$ cat config.mk
export PLATFORM = sky130hd
export DESIGN_NAME = pipe_skid_reg_flat
export DESIGN_NICKNAME = d
export VERILOG_FILES = /design/src/rtl/pipe_skid_reg_if.sv /design/src/rtl/pipe_skid_reg.sv /design/src/flat_wrapper.sv
export SDC_FILE = /design/constraint.sdc
export NUM_CORES = 1
export LEC_CHECK = 0
export BUFFER_PORTS_ARGS = -buffer_cell sky130_fd_sc_hd__buf_2
export CAP_MARGIN = 5
export CORE_UTILIZATION = 46
export CTS_BUF_LIST = sky130_fd_sc_hd__clkbuf_16
export DETAILED_ROUTE_END_ITERATION = 12
export GPL_ROUTABILITY_DRIVEN = 0
export PLACE_DENSITY_LB_ADDON = 0.25
export SLEW_MARGIN = 20
export SYNTH_ARGS = -nofsm -noshare
export SYNTH_HDL_FRONTEND = slang
export SYNTH_SLANG_ARGS = --single-unit
export TNS_END_PERCENT = 10
$ cat constraint.sdc
create_clock -name clk -period 1.46 [get_ports clk]
set_input_delay 0.292 -clock clk [delete_from_list [all_inputs] [get_ports clk]]
set_output_delay 0.292 -clock clk [all_outputs]
set_load 0.02 [all_outputs]
$ cat src/rtl/pipe_skid_reg_if.sv
// Handshake bundle for pipe_skid_reg: producer side, consumer side and flush.
// The slave modport is the buffer's view; master is the surrounding pipeline's view.
interface pipe_skid_reg_if #(
    parameter int unsigned WIDTH = 32
) ();
    logic             flush;
    logic             in_valid;
    logic             in_ready;
    logic [WIDTH-1:0] in_data;
    logic             out_valid;
    logic             out_ready;
    logic [WIDTH-1:0] out_data;
    logic [1:0]       occupancy;

    modport master (
        output flush,
        output in_valid,
        output in_data,
        output out_ready,
        input  in_ready,
        input  out_valid,
        input  out_data,
        input  occupancy
    );

    modport slave (
        input  flush,
        input  in_valid,
        input  in_data,
        input  out_ready,
        output in_ready,
        output out_valid,
        output out_data,
        output occupancy
    );
endinterface

$ cat src/rtl/pipe_skid_reg.sv
// Two-entry valid/ready skid buffer with registered in_ready and synchronous flush.
// out_data always comes from the main register; the skid register only absorbs one stalled beat.
module pipe_skid_reg #(
    parameter int unsigned WIDTH = 32
) (
    input  logic            clk,
    input  logic            rst,
    pipe_skid_reg_if.slave  bus
);

    typedef enum logic [1:0] {
        EMPTY = 2'd0,
        ONE   = 2'd1,
        FULL  = 2'd2
    } state_e;

    state_e           state_q, state_d;
    logic [WIDTH-1:0] main_q, main_d;
    logic [WIDTH-1:0] skid_q, skid_d;
    logic             in_ready_q, in_ready_d;
    logic             accept;
    logic             pop;

    always_comb begin
        accept  = bus.in_valid & in_ready_q;
        pop     = (state_q != EMPTY) & bus.out_ready;
        state_d = state_q;
        main_d  = main_q;
        skid_d  = skid_q;

        case (state_q)
            EMPTY: begin
                if (accept) begin
                    state_d = ONE;
                    main_d  = bus.in_data;
                end
            end
            ONE: begin
                case ({accept, pop})
                    2'b10: begin
                        state_d = FULL;
                        skid_d  = bus.in_data;
                    end
                    2'b01: state_d = EMPTY;
                    2'b11: main_d  = bus.in_data;
                    default: ;
                endcase
            end
            FULL: begin
                // in_ready is low here, so the only movement is skid -> main on a pop.
                if (pop) begin
                    state_d = ONE;
                    main_d  = skid_q;
                end
            end
            default: state_d = EMPTY;
        endcase

        if (bus.flush) begin
            state_d = EMPTY;
            main_d  = '0;
            skid_d  = '0;
        end

        // Registered from next state, so out_ready never reaches in_ready combinationally.
        in_ready_d = (state_d != FULL);
    end

    always_ff @(posedge clk) begin
        if (rst) begin
            state_q    <= EMPTY;
            main_q     <= '0;
            skid_q     <= '0;
            in_ready_q <= 1'b0;
        end else begin
            state_q    <= state_d;
            main_q     <= main_d;
            skid_q     <= skid_d;
            in_ready_q <= in_ready_d;
        end
    end

    always_comb begin
        bus.in_ready  = in_ready_q;
        bus.out_valid = (state_q != EMPTY);
        bus.out_data  = main_q;
        case (state_q)
            ONE:     bus.occupancy = 2'd1;
            FULL:    bus.occupancy = 2'd2;
            default: bus.occupancy = 2'd0;
        endcase
    end

endmodule

$ cat src/flat_wrapper.sv
// flat-port wrapper written by rule: the top's interface ports become plain ports
module pipe_skid_reg_flat 
#(
    parameter int unsigned WIDTH = 32
)
  (clk, rst, bus_flush, bus_in_valid, bus_in_data, bus_out_ready, bus_in_ready, bus_out_valid, bus_out_data, bus_occupancy);
  pipe_skid_reg_if #(.WIDTH(WIDTH)) bus_i ();
  input  logic clk;
  input  logic rst;
  input wire logic [$bits(bus_i.flush)-1:0] bus_flush;
  input wire logic [$bits(bus_i.in_valid)-1:0] bus_in_valid;
  input wire logic [$bits(bus_i.in_data)-1:0] bus_in_data;
  input wire logic [$bits(bus_i.out_ready)-1:0] bus_out_ready;
  output wire logic [$bits(bus_i.in_ready)-1:0] bus_in_ready;
  output wire logic [$bits(bus_i.out_valid)-1:0] bus_out_valid;
  output wire logic [$bits(bus_i.out_data)-1:0] bus_out_data;
  output wire logic [$bits(bus_i.occupancy)-1:0] bus_occupancy;
  assign bus_i.flush = bus_flush;
  assign bus_i.in_valid = bus_in_valid;
  assign bus_i.in_data = bus_in_data;
  assign bus_i.out_ready = bus_out_ready;
  assign bus_in_ready = bus_i.in_ready;
  assign bus_out_valid = bus_i.out_valid;
  assign bus_out_data = bus_i.out_data;
  assign bus_occupancy = bus_i.occupancy;
  pipe_skid_reg #(.WIDTH(WIDTH)) u_core (.clk(clk), .rst(rst), .bus(bus_i));
endmodule
==> summary.txt <==
Outcome
  • Status: finished, violations left
  • Failing checks: negative setup slack

Die
  • Std-Cell Rows: 27
  • Die area: 0.00611 mm²
  • Die Ht: around 78 µm
  • Die W: 78.2 µm
  • Initial core utilization: 0.481
  • IO Count: 73
  • Core Region: 0.00554 mm²

Global route
  • First-pass GRT wire length: roughly 10 mm
  • Initial antenna violation count: 0
  • Pin count of the biggest net entering global routing: 35
  • Aggregate global routing overflow: 0
  • Total track usage: 0.215
  • Vias in the first global route: 2234

Synth
  • #FFs+latches synth: 67
  • Avg Inst Size Synth: between 8 and 9 µm²
  • Yosys warnings: 0
  • Post-synthesis sequential area ratio: 0.503
  • Synthesized netlist cell count: 305
  • Count of cell types in the netlist: 21
  • Mapped Nets: 342
  • Cell Area, Synth: ~0.0027 mm²

Critical path
  • RR Startpoint: u_core.state_q[1]
  • Critical Path AT: 1.67 ns
  • CP Capture Type: flip-flop
  • R2r setup slk: -0.03 ns
  • CP startpoint kind: flip-flop
  • R2r worst-path depth: 6
  • CP max FO: 16
  • Worst path required time: around 1.6 ns
  • Critical path class: flip-flop to flip-flop
  • R2r endpoint: u_core.skid_q[16]

Min path
  • Hold path depth: 2
  • Hold worst-path end: u_core.bus.in_ready
  • HP Class: input pin to flip-flop
  • Hold Crit Start: rst

Power
  • Pwr dens: 1180 mW/mm²
  • Static Leak: 1.66 nW
  • Total power: 0.00415 W
  • Peak VDD IR: 0.000716 V

Cells and area
  • Area of the multi-input gates: between 0.001 and 0.0015 mm²
  • Fin cells: 459
  • Register area: 0.00135 mm²
  • Fillers: 478
  • Commonest non-fill, non-tap cells in the layout: 71 x buf_2, 65 x nand2_1, 64 x a21oi_1, 64 x dfxtp_1, 33 x mux2i_1
  • Commonest non-fill, non-tap cell in the layout: buf_2
  • Post-Layout Inst Area: 0.00352 mm²
  • Nets: 419
  • Core Util, Final: 0.636
  • Layout cells sized above 1: 0.302
  • Area Overhead vs Synth: 32.1%
  • Antenna diodes: 0

Placement
  • Area after DPL: 0.00315 mm²
  • Final HPWL from detailed placement: 3.98 mm
  • DP Cell Count: ~440
  • # port buffers: 72

Timing
  • Setup violators final: 30
  • Slew headroom: 0.568
  • Fin crit share: 1.02
  • Min cycle time layout: 1.49 ns
  • Hold Slack: 0.183 ns
  • Worst Tran Pin Value: 0.648 ns
  • RSZ-0062 raised after global routing: yes
  • Fmax: roughly 670 MHz
  • Final Hold Violating Endpoints: 0
  • Clock Skew: around 0.0042 ns
  • Slew Limit Fails: 0
  • PnR worst setup slack: -0.0268 ns

Drt
  • Vias/cell: approximately 5.2
  • Top routing layer in use: met4
  • Residual DRC: 0
  • Final WL: about 6.3 mm
  • DR WL met2: 2.99 mm
  • Initial DRC count: 123
  • Routed met3 length: 381 µm
  • Detailed Routing Iterations Pass 1: 5
  • Routed length per instance: 13.7 µm
  • Vias: 2385
  • Met1 Wirelength: 2.84 mm
  • Final ANT Viol Nets: 0

Clock network
  • Clock buffer count from CTS: 9
  • Clk Latency, worst-skew pair: 0.33 ns
  • Longest Clk Path Bufs: 2
  • CTS tree: done
  • Clock root buffer master: clkbuf_16
  • H-tree levels: 3
  • Worst-path clk slew: 0.06 ns
  • CTS Hold Bufs: 0
  • Clock Sink Count: between 60 and 70

Job
  • Max_cap viols: 0
[per-stage QoR]
stage	setup TNS, ns	setup WS (ns)
6_report	-0.261	-0.0268
5_1_grt	-1.89	-0.0869
4_1_cts	-0.0629	-0.0223
3_5_place_dp	0	0.0455
3_3_place_gp	0	0.0894
2_1_floorplan	0	0.0409
[Yosys cell counts]
master	n	area share
o31ai_4	1	0.0080
or2_2	3	0.0070
nand4b_1	1	0.0033
buf_2	13	0.024
mux2i_1	33	0.12
clkbuf_1	7	0.0099
nor2b_1	3	0.0070
nand2b_1	1	0.0023
o21a_1	1	0.0028
buf_6	4	0.017
nand2_1	66	0.093
o21ai_0	17	0.032
o21ai_1	15	0.028
nand3b_1	1	0.0028
dfxtp_1	67	0.50
a21oi_1	64	0.12
o22a_1	1	0.0033
a211oi_1	1	0.0028
inv_1	1	0.0014
nor2_1	4	0.0056
buf_4	1	0.0028
[critical path: stages (launching register included)]
cell	delay (ns)
dfxtp_4	0.34
buf_4	0.14
nand4b_1	0.20
or2_2	0.34
buf_6	0.17
nand2_1	0.08
a21oi_1	0.06
[layout make-up]
cell class              instances  share of cell area
flip-flops and latches         67               0.382
multi-input cells             212               0.342
repair buffers                 91               0.173
clock buffers                   9              0.0639
well taps                      72              0.0256
clock inverters                 7              0.0128
inverters                       1             0.00107
[cells by family (layout without fill, tap and decap cells)]
group | Yosys count | in the layout | synth area share
flip-flops | 67 | 67 | 0.503
AND/OR/NAND/NOR | 79 | 79 | 0.121
buffers and inverters | 26 | 108 | 0.0553
multiplexers | 33 | 33 | 0.124
AO/OA/AOI/OAI | 100 | 100 | 0.197
[flip-flops by register name, indices dropped and copies added, names as in the netlist]
name	flops
u_core.skid_q	32
u_core.bus.in_ready	1
u_core.bus.out_data	32
u_core.state_q	2
[where the power goes]
part	internal, W	switching, W	leakage, nW
Sequential	0.00186	0.0000182	0.544
Combinational	0.000143	0.000196	0.991
Clock	0.00114	0.000796	0.126
[layer usage]
layer	global-route usage	vias to the layer above
li1	-	1199
met1	0.262	1107
met4	0.0963	0
met5	0	-
met3	0.0779	9
met2	0.340	70
[timing repair]
action	CTS	global route
resized for setup	8	8
pin swaps	0	2
buffers inserted	2	2
cloned	0	1
setup endpoints to repair	2	54
[how the worst max path moves through the flow]
stage | startpoint | endpoint | slack (ns) | cells after the start
3_3_place_gp | bus_in_valid | u_core.bus.out_data[22] | 0.09 | 6
2_1_floorplan | u_core.bus.in_ready | u_core.bus.out_data[11] | 0.04 | 5
5_1_grt | u_core.state_q[1] | u_core.skid_q[3] | -0.09 | 6
4_1_cts | u_core.state_q[1] | u_core.skid_q[16] | -0.02 | 6
3_5_place_dp | bus_in_valid | u_core.bus.out_data[26] | 0.05 | 6
6_report | u_core.state_q[1] | u_core.skid_q[16] | -0.03 | 6
Power figures use the tool's default switching activity.
